<file path="config.mk">
export PLATFORM = sky130hd
export DESIGN_NAME = sym_slicer_flat
export DESIGN_NICKNAME = d
export VERILOG_FILES = /design/src/rtl/sym_slicer_pkg.sv /design/src/rtl/sym_slicer_if.sv /design/src/rtl/sym_avg_acc.sv /design/src/rtl/sym_slicer.sv /design/src/flat_wrapper.sv
export SDC_FILE = /design/constraint.sdc
export NUM_CORES = 1
export LEC_CHECK = 0
export ABC_CLOCK_PERIOD_IN_PS = 29300
export BUFFER_PORTS_ARGS = -buffer_cell sky130_fd_sc_hd__buf_4
export CAP_MARGIN = 10
export CORE_MARGIN = 5
export CORE_UTILIZATION = 25
export CTS_CLUSTER_SIZE = 12
export DETAILED_ROUTE_END_ITERATION = 8
export GPL_TIMING_DRIVEN = 0
export PLACE_DENSITY = 0.47
export SKIP_LAST_GASP = 1
export SYNTH_ARGS = -nofsm -noshare
export SYNTH_HDL_FRONTEND = slang
export SYNTH_SLANG_ARGS = --single-unit
</file>
<file path="constraint.sdc">
create_clock -name clk -period 29.3 [get_ports clk]
set_clock_uncertainty 0.05 [all_clocks]
set_input_delay 2.93 -clock clk [delete_from_list [all_inputs] [get_ports clk]]
set_output_delay 2.93 -clock clk [all_outputs]
set_load 0.02 [all_outputs]
</file>
<file path="src/rtl/sym_slicer_pkg.sv">
// Shared constants for the 4-ASK symbol slicer: Gray symbol codes, FSM states,
// and the signed 1s17 saturation limits with the helpers that apply them.
// Pure definitions: no clocks, no state, no handshake.
package sym_slicer_pkg;

  // Gray-coded 4-ASK decisions (adjacent amplitude levels differ in one bit)
  localparam logic [1:0] SYM_M3 = 2'b00;
  localparam logic [1:0] SYM_M1 = 2'b01;
  localparam logic [1:0] SYM_P1 = 2'b11;
  localparam logic [1:0] SYM_P3 = 2'b10;

  // ACQ until the first averaging window completes, TRACK afterwards
  typedef enum logic {
    ST_ACQ   = 1'b0,
    ST_TRACK = 1'b1
  } slicer_state_e;

  // 1s17 limits
  localparam logic signed [17:0] SAT_MAX = 18'sh1FFFF;
  localparam logic signed [17:0] SAT_MIN = 18'sh20000;

  // Clamp a 20-bit intermediate back into 1s17
  function automatic logic signed [17:0] sat18(input logic signed [19:0] v);
    if (v > 20'(SAT_MAX)) begin
      return SAT_MAX;
    end else if (v < 20'(SAT_MIN)) begin
      return SAT_MIN;
    end else begin
      return 18'(v);
    end
  endfunction

  // Magnitude of a 1s17 value; the most negative code has no positive twin
  function automatic logic [17:0] abs_sat(input logic signed [17:0] v);
    if (v == SAT_MIN) begin
      return 18'(SAT_MAX);
    end else if (v[17]) begin
      return 18'(-v);
    end else begin
      return 18'(v);
    end
  endfunction

endpackage

</file>
<file path="src/rtl/sym_slicer_if.sv">
// Sample-stream / decision bundle between the matched filter and the slicer.
// master: drives enables and samples, observes decisions and statistics.
// slave : the slicer itself.
interface sym_slicer_if;
  logic               sam_clk_en;  // sample-rate enable
  logic               sym_clk_en;  // symbol sampling instant (subset of sam_clk_en)
  logic signed [17:0] in;          // 1s17 matched-filter output
  logic [1:0]         sym_out;     // Gray-coded decision
  logic               sym_valid;   // qualifies sym_out / err_out
  logic signed [17:0] err_out;     // sample minus reconstructed level
  logic signed [17:0] ref_level;   // current threshold (mean |x|)
  logic [17:0]        err_pow;     // windowed mean squared error, 0s18
  logic               win_done;    // ref_level / err_pow just updated

  modport master (
    output sam_clk_en, sym_clk_en, in,
    input  sym_out, sym_valid, err_out, ref_level, err_pow, win_done
  );

  modport slave (
    input  sam_clk_en, sym_clk_en, in,
    output sym_out, sym_valid, err_out, ref_level, err_pow, win_done
  );
endinterface

</file>
<file path="src/rtl/sym_avg_acc.sv">
// Windowed average: sums 2^LOG2_AVG samples, then presents sum >> LOG2_AVG.
// Latency: wrap/avg_dat are combinational on the add that closes the window.
// No backpressure: one add per cycle is always accepted.
//
// Ports: clk, reset (sync, active-low); add_vld/add_dat = unsigned sample to
// accumulate; wrap = this add closes the window; avg_dat = window mean
// including the closing sample (valid when wrap is high).
module sym_avg_acc #(
  parameter int LOG2_AVG = 10
) (
  input  logic        clk,
  input  logic        reset,
  input  logic        add_vld,
  input  logic [17:0] add_dat,
  output logic        wrap,
  output logic [17:0] avg_dat
);

  localparam int AW = 18 + LOG2_AVG;

  logic [AW-1:0]       acc_q, acc_d;
  logic [LOG2_AVG-1:0] cnt_q, cnt_d;
  logic [AW:0]         sum;      // extra bit catches the carry for saturation
  logic [AW-1:0]       sum_sat;

  always_comb begin
    sum     = {1'b0, acc_q} + {{(LOG2_AVG + 1){1'b0}}, add_dat};
    sum_sat = sum[AW] ? {AW{1'b1}} : sum[AW-1:0];
    wrap    = add_vld && (cnt_q == {LOG2_AVG{1'b1}});
    // Closing sample is part of its own window, so divide the updated sum
    avg_dat = sum_sat[AW-1:LOG2_AVG];

    acc_d = acc_q;
    cnt_d = cnt_q;
    if (add_vld) begin
      cnt_d = cnt_q + 1'b1;
      acc_d = wrap ? '0 : sum_sat;
    end
  end

  always_ff @(posedge clk) begin
    if (!reset) begin
      acc_q <= '0;
      cnt_q <= '0;
    end else begin
      acc_q <= acc_d;
      cnt_q <= cnt_d;
    end
  end

endmodule

</file>
<file path="src/rtl/sym_slicer.sv">
// 4-ASK slicer with adaptive threshold (mean |x|) and windowed MSE estimate.
// Latency: decision/error appear 2 cycles after the sym_clk_en capture cycle.
// No backpressure: fully pipelined, a new symbol may arrive every cycle.
//
// Ports: clk, reset (sync, active-low); bus (slave) carries sam/sym enables,
// the 1s17 sample, the Gray decision with its error and valid pulse, and the
// window statistics ref_level / err_pow with their win_done pulse.
module sym_slicer #(
  parameter int                 LOG2_AVG = 10,
  parameter logic signed [17:0] REF_INIT = 18'sd65536
) (
  input  logic         clk,
  input  logic         reset,
  sym_slicer_if.slave  bus
);

  import sym_slicer_pkg::*;

  // Stage 1: captured sample
  logic               cap;
  logic signed [17:0] x1_q, x1_d;
  logic               v1_q, v1_d;

  // Stage 2: registered decision and statistics
  logic [1:0]         sym_q, sym_d;
  logic signed [17:0] err_q, err_d;
  logic               vld_q, vld_d;
  logic               win_q, win_d;
  logic signed [17:0] ref_q, ref_d;
  logic [17:0]        pow_q, pow_d;
  slicer_state_e      state_q;

  // Stage-2 combinational datapath
  logic signed [19:0] a_w, a3_w, lvl_w, diff_w;
  logic [1:0]         dec;
  logic signed [17:0] err_c;
  logic signed [34:0] err_w;
  logic [34:0]        sq_w;
  logic [17:0]        sq_sh;
  logic [17:0]        abs_c;

  logic               wrap_abs, wrap_err;
  logic [17:0]        avg_abs, avg_err;

  always_comb begin
    // sym_clk_en is only legal inside sam_clk_en; gating here keeps a stray
    // strobe between sample slots from being taken as a symbol.
    cap  = bus.sym_clk_en & bus.sam_clk_en;
    x1_d = cap ? bus.in : x1_q;
    v1_d = cap;

    // Reconstruction levels: a = ref/2, 3a = ref + ref/2
    a_w  = 20'(ref_q >>> 1);
    a3_w = 20'(ref_q) + a_w;

    // Ties go outward: x == ref -> +3a, x == -ref -> -3a, x == 0 -> +a
    if (x1_q >= ref_q) begin
      dec   = SYM_P3;
      lvl_w = a3_w;
    end else if (!x1_q[17]) begin
      dec   = SYM_P1;
      lvl_w = a_w;
    end else if (x1_q > -ref_q) begin
      dec   = SYM_M1;
      lvl_w = -a_w;
    end else begin
      dec   = SYM_M3;
      lvl_w = -a3_w;
    end

    diff_w = 20'(x1_q) - lvl_w;
    err_c  = sat18(diff_w);

    // err^2 peaks at 2^34 (err = -2^17); 35 bits hold the pattern exactly,
    // and >>17 rescales to 0s18 so the peak lands on 2^17.
    err_w = 35'(err_c);
    sq_w  = 35'(err_w * err_w);
    sq_sh = 18'(sq_w >> 17);

    abs_c = abs_sat(x1_q);

    // Output registers hold between decisions
    sym_d = v1_q ? dec   : sym_q;
    err_d = v1_q ? err_c : err_q;
    vld_d = v1_q;
    win_d = wrap_abs;

    // Threshold must stay positive or the decision regions collapse
    ref_d = ref_q;
    if (wrap_abs) begin
      ref_d = (avg_abs == '0) ? 18'sd1 : $signed(avg_abs);
    end
    pow_d = wrap_err ? avg_err : pow_q;
  end

  // Both averagers see the same add stream, so their windows stay aligned
  sym_avg_acc #(.LOG2_AVG(LOG2_AVG)) u_acc_abs (
    .clk     (clk),
    .reset   (reset),
    .add_vld (v1_q),
    .add_dat (abs_c),
    .wrap    (wrap_abs),
    .avg_dat (avg_abs)
  );

  sym_avg_acc #(.LOG2_AVG(LOG2_AVG)) u_acc_err (
    .clk     (clk),
    .reset   (reset),
    .add_vld (v1_q),
    .add_dat (sq_sh),
    .wrap    (wrap_err),
    .avg_dat (avg_err)
  );

  always_ff @(posedge clk) begin
    if (!reset) begin
      x1_q  <= '0;
      v1_q  <= 1'b0;
      sym_q <= SYM_M3;
      err_q <= '0;
      vld_q <= 1'b0;
      win_q <= 1'b0;
      ref_q <= REF_INIT;
      pow_q <= '0;
    end else begin
      x1_q  <= x1_d;
      v1_q  <= v1_d;
      sym_q <= sym_d;
      err_q <= err_d;
      vld_q <= vld_d;
      win_q <= win_d;
      ref_q <= ref_d;
      pow_q <= pow_d;
    end
  end

  // Acquisition ends with the first completed window and never re-enters
  always_ff @(posedge clk) begin
    if (!reset) begin
      state_q <= ST_ACQ;
    end else begin
      case (state_q)
        ST_ACQ:   if (wrap_abs) state_q <= ST_TRACK;
        ST_TRACK: state_q <= ST_TRACK;
        default:  state_q <= ST_ACQ;
      endcase
    end
  end

  assign bus.sym_out   = sym_q;
  assign bus.err_out   = err_q;
  assign bus.sym_valid = vld_q;
  assign bus.win_done  = win_q;
  assign bus.ref_level = ref_q;
  // The MSE figure is meaningless until a full window has been seen
  assign bus.err_pow   = (state_q == ST_TRACK) ? pow_q : '0;

endmodule

</file>
<file path="src/flat_wrapper.sv">
// flat-port wrapper written by rule: the top's interface ports become plain ports
module sym_slicer_flat import sym_slicer_pkg::*;
#(
  parameter int                 LOG2_AVG = 10,
  parameter logic signed [17:0] REF_INIT = 18'sd65536
)
  (clk, reset, bus_sam_clk_en, bus_sym_clk_en, bus_in, bus_sym_out, bus_sym_valid, bus_err_out, bus_ref_level, bus_err_pow, bus_win_done);
  sym_slicer_if bus_i ();
  input  logic clk;
  input  logic reset;
  input wire logic [$bits(bus_i.sam_clk_en)-1:0] bus_sam_clk_en;
  input wire logic [$bits(bus_i.sym_clk_en)-1:0] bus_sym_clk_en;
  input wire logic [$bits(bus_i.in)-1:0] bus_in;
  output wire logic [$bits(bus_i.sym_out)-1:0] bus_sym_out;
  output wire logic [$bits(bus_i.sym_valid)-1:0] bus_sym_valid;
  output wire logic [$bits(bus_i.err_out)-1:0] bus_err_out;
  output wire logic [$bits(bus_i.ref_level)-1:0] bus_ref_level;
  output wire logic [$bits(bus_i.err_pow)-1:0] bus_err_pow;
  output wire logic [$bits(bus_i.win_done)-1:0] bus_win_done;
  assign bus_i.sam_clk_en = bus_sam_clk_en;
  assign bus_i.sym_clk_en = bus_sym_clk_en;
  assign bus_i.in = bus_in;
  assign bus_sym_out = bus_i.sym_out;
  assign bus_sym_valid = bus_i.sym_valid;
  assign bus_err_out = bus_i.err_out;
  assign bus_ref_level = bus_i.ref_level;
  assign bus_err_pow = bus_i.err_pow;
  assign bus_win_done = bus_i.win_done;
  sym_slicer #(.LOG2_AVG(LOG2_AVG), .REF_INIT(REF_INIT)) u_core (.clk(clk), .reset(reset), .bus(bus_i));
endmodule
</file>
# Yosys cells after proc, flatten, opt, wreduce, memory -nomap -nowiden

Cells that the tools add are included.

Bits of input ports: 22
Flip-flop bits (word level): 154

Muxes and demuxes: 18
Magnitude comparators: 4
Reductions and logical operators: 3
Equal/unequal tests: 3
Add/sub/neg operators: 10
Multiply operators: 1
Bitwise operators: 2

Operator list:

| cell                                                                            | number |
|---|---|
| 28-bit two-way mux                                                              | 4 |
| 18-bit two-way mux                                                              | 6 |
| 20-bit two-way mux                                                              | 3 |
| 28-bit by 18-bit adder with 29-bit output                                       | 2 |
| 18-bit negation                                                                 | 2 |
| 18-bit by 18-bit multiplier with 35-bit output                                  | 1 |
| 10-bit by 1-bit adder with 10-bit output (second input constant)                | 2 |
| 10-bit == test (second input constant)                                          | 2 |
| 20-bit by 18-bit > comparator with 1-bit output (second input constant)         | 1 |
| 20-bit by 18-bit less-than comparator with 1-bit output (second input constant) | 1 |
| 17-bit negation with 20-bit output                                              | 1 |
| 20-bit negation                                                                 | 1 |
| 18-bit by 20-bit subtractor with 20-bit output                                  | 1 |
| 18-bit by 17-bit adder with 19-bit output                                       | 1 |
| 18-bit == test (second input constant)                                          | 1 |
| 18-bit greater-or-equal comparator                                              | 1 |
| 18-bit > comparator                                                             | 1 |
| 18-bit zero test                                                                | 1 |
| 2-bit two-way mux                                                               | 2 |
| 1-bit logical AND                                                               | 2 |
| 1-bit two-way mux                                                               | 2 |
| 1-bit case mux with 2 select lines                                              | 1 |
| 1-bit AND                                                                       | 1 |
| 1-bit inverter                                                                  | 1 |

# Logic depth before layout (Yosys ltp)

Gate-level depths: netlist of the first run.

Depth after elaboration: 13
Gate-level depth with buffers: 72
Depth with buffers taken out: 67

# Modules after synthesis

A second synthesis of the first run with hierarchy kept.

Cell total of the unflattened synthesis: 2880
Area, all modules: 24140.7 um^2

By module, submodules not included:

| module      | seq. area each (um^2) | area each (um^2) | times used | cells an instance |
|---|---|---|---|---|
| sym_slicer  | 1561.5                | 18405.2          | 1          | 2166 |
| sym_avg_acc | 760.7                 | 2867.8           | 2          | 357 |

# Worst setup path after synthesis of the first run

No wires, ideal clock.

Path kind: register to register
Start: register u_core.ref_q[1], in the netlist u_core.bus.ref_level[1]
End: register u_core.pow_q[9]
Cell stages (with the launch flop): 65
Buffers on the path: 4
Setup slack: 14811 ps
Period minus slack after synthesis: 14489 ps
Data arrival time: 14311 ps
Cells stage by stage: dfxtp_1 -> inv_1 -> ha_1 -> and3_1 -> and3_1 -> nand4_1 -> nor2_1 -> xnor2_1 -> ha_1 -> nand4_1 -> nor3_2 -> inv_2 -> o311ai_2 -> mux2i_1 -> clkbuf_1 -> inv_1 -> clkbuf_1 -> nor3_1 -> (+29 left out) -> a21o_4 -> a31oi_1 -> mux2i_1 -> o2111ai_1 -> fa_1 -> a21o_1 -> a21oi_1 -> o21bai_1 -> a21o_1 -> a21oi_1 -> o21ai_0 -> o41a_1 -> a41o_1 -> a31oi_1 -> clkbuf_1 -> nor3_1 -> nor2_1 -> a21oi_1

Word-level cells in the longest chain between the ends: 12
Elaborated cells between the ends (all ways): 17
Those cells by class: add/sub: 6; mul: 1; order compare: 4; mux: 6

RTL lines:

| item                                                                         | RTL line                           | text |
|---|---|---|
| start, declared                                                              | sym_slicer.sv:29                   | `logic signed [17:0] ref_q, ref_d;` |
| start signal, assigned                                                       | sym_slicer.sv:132                  | `ref_q <= ref_d;` |
| 18-bit by 17-bit adder with 19-bit output or 18-bit negation (tied branches) | sym_slicer.sv:54, sym_slicer.sv:63 |  |
| 20-bit negation or 18-bit > comparator (tied branches)                       | sym_slicer.sv:68, sym_slicer.sv:63 |  |
| 20-bit two-way mux                                                           | sym_slicer.sv:63                   | `end else if (x1_q > -ref_q) begin` |
| 20-bit two-way mux                                                           | sym_slicer.sv:60                   | `end else if (!x1_q[17]) begin` |
| 20-bit two-way mux (*)                                                       | sym_slicer.sv:57                   | `if (x1_q >= ref_q) begin` |
| 18-bit by 20-bit subtractor with 20-bit output (*)                           | sym_slicer.sv:71                   | `diff_w = 20'(x1_q) - lvl_w;` |
| 20-bit by 18-bit less-than comparator with 1-bit output                      | sym_slicer_pkg.sv:26               | `end else if (v < 20'(SAT_MIN)) begin` |
| 18-bit two-way mux                                                           | sym_slicer_pkg.sv:26               |  |
| 18-bit two-way mux (*)                                                       | sym_slicer_pkg.sv:24               | `if (v > 20'(SAT_MAX)) begin` |
| 18-bit by 18-bit multiplier with 35-bit output (*)                           | sym_slicer.sv:77                   | `sq_w = 35'(err_w * err_w);` |
| 28-bit by 18-bit adder with 29-bit output (*)                                | sym_avg_acc.sv:27                  | `sum = {1'b0, acc_q} + {{(LOG2_AVG + 1){1'b0}}, add_dat};` |
| 28-bit two-way mux (*)                                                       | sym_avg_acc.sv:28                  | `sum_sat = sum[AW] ? {AW{1'b1}} : sum[AW-1:0];` |
| end signal, assigned                                                         | sym_slicer.sv:133                  | `pow_q <= pow_d;` |
| end, declared                                                                | sym_slicer.sv:30                   | `logic [17:0] pow_q, pow_d;` |

Mark *: on every way between the ends. The rest lies on a longest branch, timed or not.
A chain may end at the register's enable or synchronous reset.

# Worst setup path in the final report of the first run

Start: register u_core.ref_q[1], in the netlist u_core.bus.ref_level[1]
End: register u_core.u_acc_err.acc_q[11]

Word-level cells in the longest chain between the ends: 13
Elaborated cells between the ends (all ways): 18
Those cells by class: add/sub: 6; mul: 1; order compare: 4; mux: 7

RTL lines:

| item                                                                         | RTL line                           | text |
|---|---|---|
| 18-bit by 17-bit adder with 19-bit output or 18-bit negation (tied branches) | sym_slicer.sv:54, sym_slicer.sv:63 |  |
| 20-bit negation or 18-bit > comparator (tied branches)                       | sym_slicer.sv:68, sym_slicer.sv:63 |  |
| 20-bit two-way mux                                                           | sym_slicer.sv:63                   |  |
| 20-bit two-way mux                                                           | sym_slicer.sv:60                   |  |
| 20-bit two-way mux (*)                                                       | sym_slicer.sv:57                   |  |
| 18-bit by 20-bit subtractor with 20-bit output (*)                           | sym_slicer.sv:71                   |  |
| 20-bit by 18-bit less-than comparator with 1-bit output                      | sym_slicer_pkg.sv:26               |  |
| 18-bit two-way mux                                                           | sym_slicer_pkg.sv:26               |  |
| 18-bit two-way mux (*)                                                       | sym_slicer_pkg.sv:24               |  |
| named net u_core.err_c[9]                                                    | sym_slicer.sv:36                   | `logic signed [17:0] err_c;` |
| 18-bit by 18-bit multiplier with 35-bit output (*)                           | sym_slicer.sv:77                   |  |
| 28-bit by 18-bit adder with 29-bit output (*)                                | sym_avg_acc.sv:27                  |  |
| 28-bit two-way mux (*)                                                       | sym_avg_acc.sv:28                  |  |
| 28-bit two-way mux (*)                                                       | sym_avg_acc.sv:37                  | `acc_d = wrap ? '0 : sum_sat;` |
| end signal, assigned                                                         | sym_avg_acc.sv:43                  | `acc_q <= '0;` |
| end signal, assigned                                                         | sym_avg_acc.sv:46                  | `acc_q <= acc_d;` |
| end, declared                                                                | sym_avg_acc.sv:21                  | `logic [AW-1:0] acc_q, acc_d;` |

Mark *: on every way through the listed nets, which the timed path passes. The rest lies on a longest branch.

==> impl_metrics.env, run 1 <==
export IMPL_critPathLaunch="u_core.bus.ref_level[1]$_SDFFE_PN0P_"
export IMPL_start_kind="register"
export IMPL_async_reset_ff_share_pct=0
export IMPL_root_buffer="clkbuf_16"
export IMPL_cpMostUsedCell="fa_1"
export IMPL_place_gp_congestion=0.8825
export IMPL_synth_nets=3328
export IMPL_slew_viol_final=0
export IMPL_required_ns=29.63
export IMPL_reg2reg_depth=64
export IMPL_cp_max_fo=10
export IMPL_nFillCells=9999
export IMPL_grt_max_degree=17
export IMPL_grt_antenna_before_repair=3
export IMPL_h_tree_depth=4
export IMPL_syn_inst=2786
export IMPL_cts_setup_buffers=0
export IMPL_reg2reg_slack_ns=10.75
export IMPL_placed_area_mm2=0.02498
export IMPL_finalInstanceArea_mm2=0.02556
export IMPL_die_w_um=312.7
export IMPL_cap_violations=0
export IMPL_hold_viol=0
export IMPL_dieArea_mm2=0.09777
export IMPL_grt_usage_pct=15.48
export IMPL_slowest_delay_ns=0.70
export IMPL_clk_path_buf_depth=2
export IMPL_initial_core_util_pct=25.10
export IMPL_ios=80
export IMPL_cts_tree="built"
export IMPL_drt_pass1_iterations=5
export IMPL_drc_errors=0
export IMPL_ys_seq_area_share_pct=13.46
export IMPL_min_path_type="register to register"
export IMPL_cts_sinks=154
export IMPL_reg2reg_from="u_core.bus.ref_level[1]$_SDFFE_PN0P_"
export IMPL_synth_top_cell_area_share_pct=26.05
export IMPL_crit_path_top_delay_cell="dfxtp_1"
export IMPL_dr_first_iter_drc_count=1122
export IMPL_relSlewSlack_pct=25.90
export IMPL_synthTopCellsByArea="fa_1 26%, dfxtp_1 13%, ha_1 12%"
export IMPL_num_rows=111
export IMPL_drive_gt1_share_pct=6.489
export IMPL_grt_pass1_wl_um=117900
export IMPL_fin_cells=4083
export IMPL_finalCriticalPeriod_ns=18.55
export IMPL_core_mm2=0.09125
export IMPL_post_cts_resized=0
export IMPL_hold_depth=2
export IMPL_syn2layout_area_growth_pct=11.61
export IMPL_avgSynthCellArea_um2=8.221
export IMPL_yosys_warnings=0
export IMPL_ys_ff_latch=154
export IMPL_dp_cells=4051
export IMPL_cts_hold_fix_buffers=0
export IMPL_run_status="completed"
export IMPL_synth_edf_count=0
export IMPL_layout_nets=3426
export IMPL_yosysUniqueCellTypes=86
export IMPL_synth_area_leader_cell="fa_1"
export IMPL_cp_end_kind="register"
export IMPL_routed_via_density=4.732
export IMPL_fin_util_pct=28.02
export IMPL_cts_made_buffers=17
export IMPL_worst_slew_pin_slew_ns=1.111
export IMPL_hpwlAfterDp_um=61190
export IMPL_wirelength_um=74300
export IMPL_setup_viol=0
export IMPL_wl_per_cell_um=18.20
export IMPL_critPathKind="register to register"
export IMPL_crit_end="u_core.u_acc_err.acc_q[11]$_SDFFE_PN0P_"
export IMPL_grt_pass1_vias=20104
export IMPL_fin_crit_sh_pct=63.31
export IMPL_final_setup_tns_ns=0
export IMPL_rsz0062_at_grt="no"
export IMPL_grt_overflow=0
export IMPL_yosys_most_used_dff="dfxtp_1"
export IMPL_die_h_um=312.7
export IMPL_clkLatencyLatePin_ns=0.50
export IMPL_r2r_end="u_core.u_acc_err.acc_q[11]$_SDFFE_PN0P_"
export IMPL_vias=19319
export IMPL_netlist_area_mm2=0.02290
export IMPL_path_clk_slew_ns=0.08
export IMPL_diodes=0
export IMPL_final_antenna_net_count=0
export IMPL_cp_data_arrival_time_ns=18.88
export IMPL_numPortBuffers=78
export IMPL_fmax_ghz=0.05391
[critical path: cells and delay by family, from the launching register on]
| kind | cells | cell delay [ns] |
|---|---|---|
| xor+xnor | 1 | 0.16 |
| fa+ha+maj | 11 | 4.85 |
| flops | 1 | 0.70 |
| buf+inv | 12 | 2.66 |
| mux | 2 | 0.63 |
| simple gates | 14 | 3.07 |
| compound gates | 24 | 6.25 |
[placed cells by master, fill, tap and decap left out, drive strengths merged, types with 22 or more instances in the layout]
master / Yosys / final
inv: 451 / 457
fa: 298 / 298
nand2: 292 / 292
nor2: 264 / 264
ha: 222 / 222
a21oi: 193 / 193
dfxtp: 154 / 154
o21ai: 125 / 125
buf: 22 / 101
clkbuf: 74 / 95
xnor2: 88 / 88
xor2: 65 / 65
nand3: 54 / 54
a211oi: 49 / 49
and2: 45 / 45
a21o: 39 / 39
nor3: 32 / 32
nand4: 31 / 31
and3: 29 / 29
nand2b: 24 / 24
mux2i: 22 / 22
[stage by stage]
stage	hold slack [ns]	setup slack, ns
after global placement	0.3831	10.92
after detailed placement	0.3834	10.93
final	0.3914	10.75
after floorplan	0.3723	14.81
after CTS	0.3928	10.89
after global routing	0.4134	9.575
[state kept, by name (all words and copies together) (netlist names)]
signal and cells:
u_core.u_acc_abs.cnt_q 10, u_core.bus.sym_valid 1, u_core.u_acc_err.cnt_q 10, u_core.state_q 1
u_core.bus.win_done 1, u_core.bus.sym_out 2, u_core.u_acc_err.acc_q 28, u_core.v1_q 1
u_core.pow_q 18, u_core.bus.err_out 18, u_core.u_acc_abs.acc_q 28, u_core.bus.ref_level 18
u_core.x1_q 18
[Yosys cell counts (15+ instances only)]
master      n
nand2_1   291
xor2_1     65
nor2_1    260
or3_1      16
ha_1      222
clkbuf_1   74
and3_1     29
xnor2_1    87
o211ai_1   19
and2_1     44
buf_2      17
a21o_1     38
a21oi_1   186
dfxtp_1   154
nand3_1    54
nor3_1     30
a211oi_1   46
mux2i_1    22
a31oi_1    15
inv_1     440
fa_1      298
o21ai_0   114
nand2b_1   24
o21bai_1   16
nand4_1    31
[worst min-delay path by stage]
stage | startpoint | to
floorplan | u_core.u_acc_err.acc_q[0]$_SDFFE_PN0P_ | u_core.u_acc_err.acc_q[0]$_SDFFE_PN0P_
detailed placement | u_core.u_acc_err.acc_q[0]$_SDFFE_PN0P_ | u_core.u_acc_err.acc_q[0]$_SDFFE_PN0P_
CTS | u_core.u_acc_err.acc_q[0]$_SDFFE_PN0P_ | u_core.u_acc_err.acc_q[0]$_SDFFE_PN0P_
finish | u_core.u_acc_err.acc_q[0]$_SDFFE_PN0P_ | u_core.u_acc_err.acc_q[0]$_SDFFE_PN0P_
global placement | u_core.u_acc_err.acc_q[0]$_SDFFE_PN0P_ | u_core.u_acc_err.acc_q[0]$_SDFFE_PN0P_
global route | u_core.u_acc_err.acc_q[0]$_SDFFE_PN0P_ | u_core.u_acc_err.acc_q[0]$_SDFFE_PN0P_
[kinds of logic after synthesis]
| group | Yosys count | share of synthesized area (%) |
|---|---|---|
| AO/OA/AOI/OAI | 546 | 15.30 |
| XOR/XNOR | 153 | 5.933 |
| adder cells (fa/ha/maj) | 520 | 38.17 |
| buffers and inverters | 548 | 9.123 |
| flip-flops | 154 | 13.46 |
| multiplexers | 26 | 1.158 |
| AND/OR/NAND/NOR | 839 | 16.85 |
[layer usage]
layer	global-route usage [%]	wire (um)	vias to the layer above
met2	25.23	33610	422
met5	0	0	-
li1	-	-	9309
met3	2.314	3592	89
met1	21.55	35390	9499
met4	4.114	1708	0
[area by class of cell]
class	instances	area (um^2)	area share, %
inverters	452	1697	6.637
repair buffers	79	593.1	2.320
clock buffers	21	480.5	1.879
clock inverters	11	102.6	0.4013
plain buffers	96	392.9	1.537
multi-input cells	2084	17730	69.36
well taps	1186	1484	5.805
flip-flops and latches	154	3083	12.06
Power of run 1 is not shown: default switching activity piles up to over one toggle a cycle in this logic, so the estimate is an artifact.
==> run 2: changes to the inputs <==
--- a/config.mk
+++ b/config.mk
@@ -5,7 +5,7 @@
 export SDC_FILE = /design/constraint.sdc
 export NUM_CORES = 1
 export LEC_CHECK = 0
-export ABC_CLOCK_PERIOD_IN_PS = 29300
+export ABC_CLOCK_PERIOD_IN_PS = 19250
 export BUFFER_PORTS_ARGS = -buffer_cell sky130_fd_sc_hd__buf_4
 export CAP_MARGIN = 10
 export CORE_MARGIN = 5
==> constraint.sdc (replaced) <==
create_clock -name clk -period 19.25 [get_ports clk]
set_clock_uncertainty 0.05 [all_clocks]
set_input_delay 1.925 -clock clk [delete_from_list [all_inputs] [get_ports clk]]
set_output_delay 1.925 -clock clk [all_outputs]
set_load 0.02 [all_outputs]
==> run 2 against run 1 <==
Setup slack got worse by 9.5 ns. First-iteration DRC count shrank 2.3%. Global-route usage did not move. Wire length up 0.13%. Register-to-register slack got worse by 9.5 ns. Via count about the same. Critical path depth is 2 higher. Fmax increased by 2.9%. Worst hold slack got worse by 0.00086 ns. Final cell count hardly changed. Sequential cell count unchanged. Clock-buffer cell count did not move. Critical path type unchanged.
==> impl_metrics.env, run 2 (synthesized netlist as in run 1, its figures left out) <==
export IMPL_die_h_um=312.7
export IMPL_crit_path_top_delay_cell="dfxtp_1"
export IMPL_die_w_um=312.7
export IMPL_ios=80
export IMPL_cp_end_kind="register"
export IMPL_nFillCells=9990
export IMPL_final_common_cell="inv_1"
export IMPL_dr_first_iter_drc_count=1096
export IMPL_critPathKind="register to register"
export IMPL_root_buffer="clkbuf_16"
export IMPL_finalCriticalPeriod_ns=18.03
export IMPL_cpMostUsedCell="inv_1"
export IMPL_grt_usage_pct=15.48
export IMPL_routed_via_density=4.732
export IMPL_numPortBuffers=78
export IMPL_cts_sinks=154
export IMPL_cp_max_fo=10
export IMPL_clkLatencyLatePin_ns=0.51
export IMPL_layout_common_cells="440 x inv_1, 298 x fa_1, 291 x nand2_1"
export IMPL_drc_errors=0
export IMPL_drive_gt1_share_pct=6.660
export IMPL_path_clk_slew_ns=0.08
export IMPL_place_gp_congestion=0.8825
export IMPL_min_path_type="register to register"
export IMPL_cts_tree="built"
export IMPL_crit_end="u_core.u_acc_err.acc_q[11]$_SDFFE_PN0P_"
export IMPL_fmax_ghz=0.05546
export IMPL_setup_viol=0
export IMPL_holdWs_ns=0.3905
export IMPL_multi_input_area_mm2=0.01778
export IMPL_dieArea_mm2=0.09777
export IMPL_clk_path_buf_depth=2
export IMPL_grt_antenna_before_repair=3
export IMPL_reg2reg_from="u_core.bus.ref_level[1]$_SDFFE_PN0P_"
export IMPL_hold_viol=0
export IMPL_cp_depth=66
export IMPL_reg2reg_depth=66
export IMPL_rsz0062_at_grt="no"
export IMPL_diodes=0
export IMPL_relSlewSlack_pct=26.84
export IMPL_dp_cells=4051
export IMPL_slew_viol_final=0
export IMPL_crit_buf_inv=14
export IMPL_required_ns=19.58
export IMPL_grt_pass1_vias=20104
export IMPL_cap_violations=0
export IMPL_cts_made_buffers=17
export IMPL_h_tree_depth=4
export IMPL_syn2layout_area_growth_pct=11.86
export IMPL_cts_hold_fix_buffers=0
export IMPL_fin_crit_sh_pct=93.67
export IMPL_cp_data_arrival_time_ns=18.36
export IMPL_grt_pass1_wl_um=117900
export IMPL_grt_overflow=0
export IMPL_path_delay_family="compound AO/OA/AOI/OAI gates"
export IMPL_r2r_end="u_core.u_acc_err.acc_q[11]$_SDFFE_PN0P_"
export IMPL_final_setup_tns_ns=0
export IMPL_final_antenna_net_count=0
export IMPL_layout_nets=3427
export IMPL_num_rows=111
export IMPL_slowest_delay_ns=0.71
export IMPL_core_mm2=0.09125
export IMPL_worst_slew_pin_slew_ns=1.097
export IMPL_hpwlAfterDp_um=61190
export IMPL_vias=19326
export IMPL_critPathLaunch="u_core.bus.ref_level[1]$_SDFFE_PN0P_"
export IMPL_start_kind="register"
export IMPL_initial_core_util_pct=25.10
export IMPL_largestRegisters="u_core.u_acc_abs.acc_q x28, u_core.u_acc_err.acc_q x28"
export IMPL_reg2reg_slack_ns=1.22
export IMPL_wirelength_um=74390
export IMPL_grt_max_degree=17
export IMPL_fin_cells=4084
export IMPL_drt_pass1_iterations=5
export IMPL_run_status="completed"
export IMPL_seq_area_mm2=0.003083
export IMPL_wl_per_cell_um=18.22
==> run 2: cell count changes in the layout (fill, tap and decap cells not counted), moves of 2 or more <==
cell / delta
clkbuf_2: +2
a21oi_4: +5
clkbuf_1: -2
a21oi_2: -5
==> run 2: cell type report <==
type	instances	share of cell area [%]
Clock inverter	11	0.4004
Sequential cell	154	12.03
Multi-Input combinational cell	2084	69.39
Buffer	96	1.543
Inverter	452	6.622
Tap cell	1186	5.792
Clock buffer	21	1.875
Timing Repair Buffer	80	2.344
==> run 2: worst min-delay path by stage <==
stage,endpoint,depth (start not counted),from
after CTS,u_core.u_acc_err.acc_q[0]$_SDFFE_PN0P_,2,u_core.u_acc_err.acc_q[0]$_SDFFE_PN0P_
after detailed placement,u_core.u_acc_err.acc_q[0]$_SDFFE_PN0P_,2,u_core.u_acc_err.acc_q[0]$_SDFFE_PN0P_
after floorplan,u_core.u_acc_err.acc_q[0]$_SDFFE_PN0P_,2,u_core.u_acc_err.acc_q[0]$_SDFFE_PN0P_
after global placement,u_core.u_acc_err.acc_q[0]$_SDFFE_PN0P_,2,u_core.u_acc_err.acc_q[0]$_SDFFE_PN0P_
after global routing,u_core.u_acc_err.acc_q[0]$_SDFFE_PN0P_,2,u_core.u_acc_err.acc_q[0]$_SDFFE_PN0P_
final,u_core.u_acc_err.acc_q[0]$_SDFFE_PN0P_,2,u_core.u_acc_err.acc_q[0]$_SDFFE_PN0P_
==> run 2: worst register-to-register path, delay by kind of cell (launching register included) <==
| kind | cells | cell delay [ns] |
|---|---|---|
| compound gates | 23 | 5.85 |
| xor+xnor | 1 | 0.16 |
| fa+ha+maj | 11 | 4.57 |
| buf+inv | 14 | 2.95 |
| flops | 1 | 0.71 |
| mux | 3 | 0.89 |
| simple gates | 14 | 2.74 |
==> run 2: routing by layer <==
metal	part of all wire (%)	track usage [%]
met5	0	0
met4	2.4	4.114
met3	4.6	2.314
met2	45	25.23
met1	48	21.55
==> run 2: timing repair <==
item | 4_1_cts | 5_1_grt
endpoints found under the setup margin | 0 | 40
buffers inserted | 0 | 1
gates resized for setup | 0 | 11
==> run 2: metrics by stage <==
| step | instance area, um^2 | util, % | setup WS [ns] |
|---|---|---|---|
| 4_1_cts | 25560 | 28.02 | 0.8408 |
| 6_report | 25620 | 28.08 | 1.218 |
| 3_3_place_gp | 24970 | 27.37 | 0.8706 |
| 5_1_grt | 25620 | 28.08 | 0.009756 |
| 2_1_floorplan | 22900 | - | 4.761 |
| 3_5_place_dp | 24980 | 27.38 | 0.8822 |
Power of run 2 is left out for the same reason.
==> run 3: changes to the inputs <==
--- a/config.mk
+++ b/config.mk
@@ -5,7 +5,8 @@
 export SDC_FILE = /design/constraint.sdc
 export NUM_CORES = 1
 export LEC_CHECK = 0
-export ABC_CLOCK_PERIOD_IN_PS = 19250
+export ABC_AREA = 1
+export ABC_CLOCK_PERIOD_IN_PS = 19100
 export BUFFER_PORTS_ARGS = -buffer_cell sky130_fd_sc_hd__buf_4
 export CAP_MARGIN = 10
 export CORE_MARGIN = 5
==> constraint.sdc (replaced) <==
create_clock -name clk -period 19.1 [get_ports clk]
set_clock_uncertainty 0.05 [all_clocks]
set_input_delay 1.91 -clock clk [delete_from_list [all_inputs] [get_ports clk]]
set_output_delay 1.91 -clock clk [all_outputs]
set_load 0.02 [all_outputs]
==> run 3 against run 2 <==
Setup slack gained 1.8 ns. Core utilization is 0.060 points lower. Die area grew 3.7%. Wire length is 3.0% higher. Area after synthesis increased by 3.8%. Sequential share of layout area fell by 0.42 points. First-iteration DRC count increased by 13%. Via count is 6.8% higher. Fmax grew 12%. Final cell count is 14% higher. Clock-buffer cell count fell by 4.
==> impl_metrics.env, run 3 <==
export IMPL_run_status="completed"
export IMPL_multi_input_area_mm2=0.01769
export IMPL_routed_via_density=4.420
export IMPL_wirelength_um=76610
export IMPL_yosys_most_used_dff="dfxtp_1"
export IMPL_required_ns=19.41
export IMPL_synth_most_common_cell="inv_1"
export IMPL_fin_cells=4672
export IMPL_syn_inst=3296
export IMPL_synth_top_cell_area_share_pct=25.10
export IMPL_ys_ff_latch=154
export IMPL_cap_violations=0
export IMPL_synthTopCellsByCount="680 x inv_1, 676 x nand2_1, 308 x nor2_1, 298 x fa_1, 228 x a21oi_1"
export IMPL_wl_per_cell_um=16.40
export IMPL_async_reset_ff_share_pct=0
export IMPL_cp_data_arrival_time_ns=16.43
export IMPL_core_mm2=0.09473
export IMPL_nFillCells=10681
export IMPL_synth_nets=3838
export IMPL_yosysUniqueCellTypes=54
export IMPL_ys_seq_area_share_pct=12.97
export IMPL_slew_viol_final=0
export IMPL_place_gp_congestion=0.8654
export IMPL_layout_common_cells="680 x inv_1, 676 x nand2_1, 308 x nor2_1"
export IMPL_rsz0062_at_grt="no"
export IMPL_drc_errors=0
export IMPL_synthTopCellsByArea="fa_1 25%, dfxtp_1 13%, ha_1 12%"
export IMPL_setup_viol=0
export IMPL_h_tree_depth=4
export IMPL_dieArea_mm2=0.1014
export IMPL_dr_first_iter_drc_count=1236
export IMPL_cts_setup_buffers=0
export IMPL_worst_slew_pin_slew_ns=0.8853
export IMPL_avgSynthCellArea_um2=7.212
export IMPL_final_setup_tns_ns=0
export IMPL_hpwlAfterDp_um=64060
export IMPL_cts_tree="built"
export IMPL_cts_made_buffers=17
export IMPL_clk_path_buf_depth=2
export IMPL_num_rows=113
export IMPL_die_w_um=318.4
export IMPL_cp_max_fo=10
export IMPL_path_clk_slew_ns=0.08
export IMPL_critPathKind="register to register"
export IMPL_grt_overflow=0
export IMPL_diodes=0
export IMPL_final_common_cell="inv_1"
export IMPL_holdWs_ns=0.4247
export IMPL_final_antenna_net_count=0
export IMPL_netlist_area_mm2=0.02377
export IMPL_slowest_delay_ns=0.71
export IMPL_grt_max_degree=19
export IMPL_numPortBuffers=79
export IMPL_root_buffer="clkbuf_16"
export IMPL_fin_crit_sh_pct=84.44
export IMPL_drive_gt1_share_pct=6.193
export IMPL_syn2layout_area_growth_pct=11.65
export IMPL_relSlewSlack_pct=40.98
export IMPL_die_h_um=318.4
export IMPL_ios=80
export IMPL_cts_sinks=154
export IMPL_initial_core_util_pct=25.09
export IMPL_finalCriticalPeriod_ns=16.13
export IMPL_layout_nets=3936
export IMPL_synth_area_leader_cell="fa_1"
export IMPL_grt_usage_pct=15.32
export IMPL_cts_hold_fix_buffers=0
export IMPL_fmax_ghz=0.06200
export IMPL_clkLatencyLatePin_ns=0.50
export IMPL_min_path_type="register to register"
export IMPL_post_cts_resized=0
export IMPL_hold_viol=0
export IMPL_start_kind="register"
export IMPL_synth_edf_count=0
export IMPL_grt_pass1_wl_um=122600
export IMPL_grt_pass1_vias=21114
export IMPL_yosys_warnings=0
export IMPL_seq_area_mm2=0.003083
export IMPL_grt_antenna_before_repair=2
export IMPL_largestRegisters="u_core.u_acc_abs.acc_q x28, u_core.u_acc_err.acc_q x28"
export IMPL_drt_pass1_iterations=5
export IMPL_vias=20649
export IMPL_cpMostUsedCell="nand2_1"
export IMPL_dp_cells=4640
export IMPL_cp_end_kind="register"
export IMPL_crit_path_top_delay_cell="ha_1"
-- run 3: cell count changes after synthesis, moves of 41 or more --
cell     before  now
a21oi_1     186  228
o21ai_0     114  164
nand2_1     291  676
xnor2_1      87   38
nor2_1      260  308
and2_1       44    3
inv_1       440  680
-- run 3: path summary, 6_finish.rpt --
path | start | end | slack, ns | cells after the start
max reg2reg | u_core.bus.ref_level[1]$_SDFFE_PN0P_ | u_core.u_acc_err.acc_q[26]$_SDFFE_PN0P_ | 2.97 | 73
min reg2reg | u_core.u_acc_abs.acc_q[0]$_SDFFE_PN0P_ | u_core.u_acc_abs.acc_q[0]$_SDFFE_PN0P_ | 0.42 | 2
max | u_core.bus.ref_level[1]$_SDFFE_PN0P_ | u_core.u_acc_err.acc_q[26]$_SDFFE_PN0P_ | 2.97 | 73
min | u_core.u_acc_abs.acc_q[0]$_SDFFE_PN0P_ | u_core.u_acc_abs.acc_q[0]$_SDFFE_PN0P_ | 0.42 | 2
-- run 3: worst max-delay path, delay by kind of cell (launching register included) --
| family | cells | cell delay, ns |
|---|---|---|
| AOI/OAI and AO/OA | 16 | 2.90 |
| xor gates and xnor gates | 2 | 0.33 |
| adders and majority gates | 11 | 5.19 |
| buffers and inverters | 17 | 3.23 |
| DFF | 1 | 0.60 |
| and+or+nand+nor | 27 | 3.66 |
-- run 3: layer usage --
layer,part of all wire (%),vias to the layer above,GRT usage (%)
met1,49,9838,21.70
met5,0,-,0
met4,1.4,0,2.794
met3,4.0,53,2.237
li1,-,10391,-
met2,46,367,25.16
-- run 3: cell type report --
type / count / area share (%)
sequential: 154 / 11.62
tap: 1265 / 5.963
inverter: 699 / 9.885
clock inverter: 15 / 0.6364
buffer: 86 / 1.395
multi-input combinational: 2357 / 66.67
clock buffer: 17 / 1.603
timing repair buffer: 79 / 2.234
-- run 3: cells by family after synthesis --
| kind of cell | count (synthesis) | synth area share (%) |
|---|---|---|
| AND/OR/NAND/NOR | 1221 | 21.61 |
| buffers and inverters | 785 | 12.60 |
| adder cells (fa/ha/maj) | 520 | 36.78 |
| AO/OA/AOI/OAI | 491 | 11.38 |
| flip-flops | 154 | 12.97 |
| XOR/XNOR | 125 | 4.669 |
-- run 3: per-stage QoR --
stage                     utilization, %  setup WS [ns]  instance area [um^2]
after floorplan                        -          6.438                 23770
after global placement             27.39          3.123                 25950
after CTS                          28.02          3.046                 26540
final                              28.02          2.972                 26540
after global routing               28.02          1.826                 26540
after detailed placement           27.39          3.117                 25950
Power of run 3 is left out for the same reason.
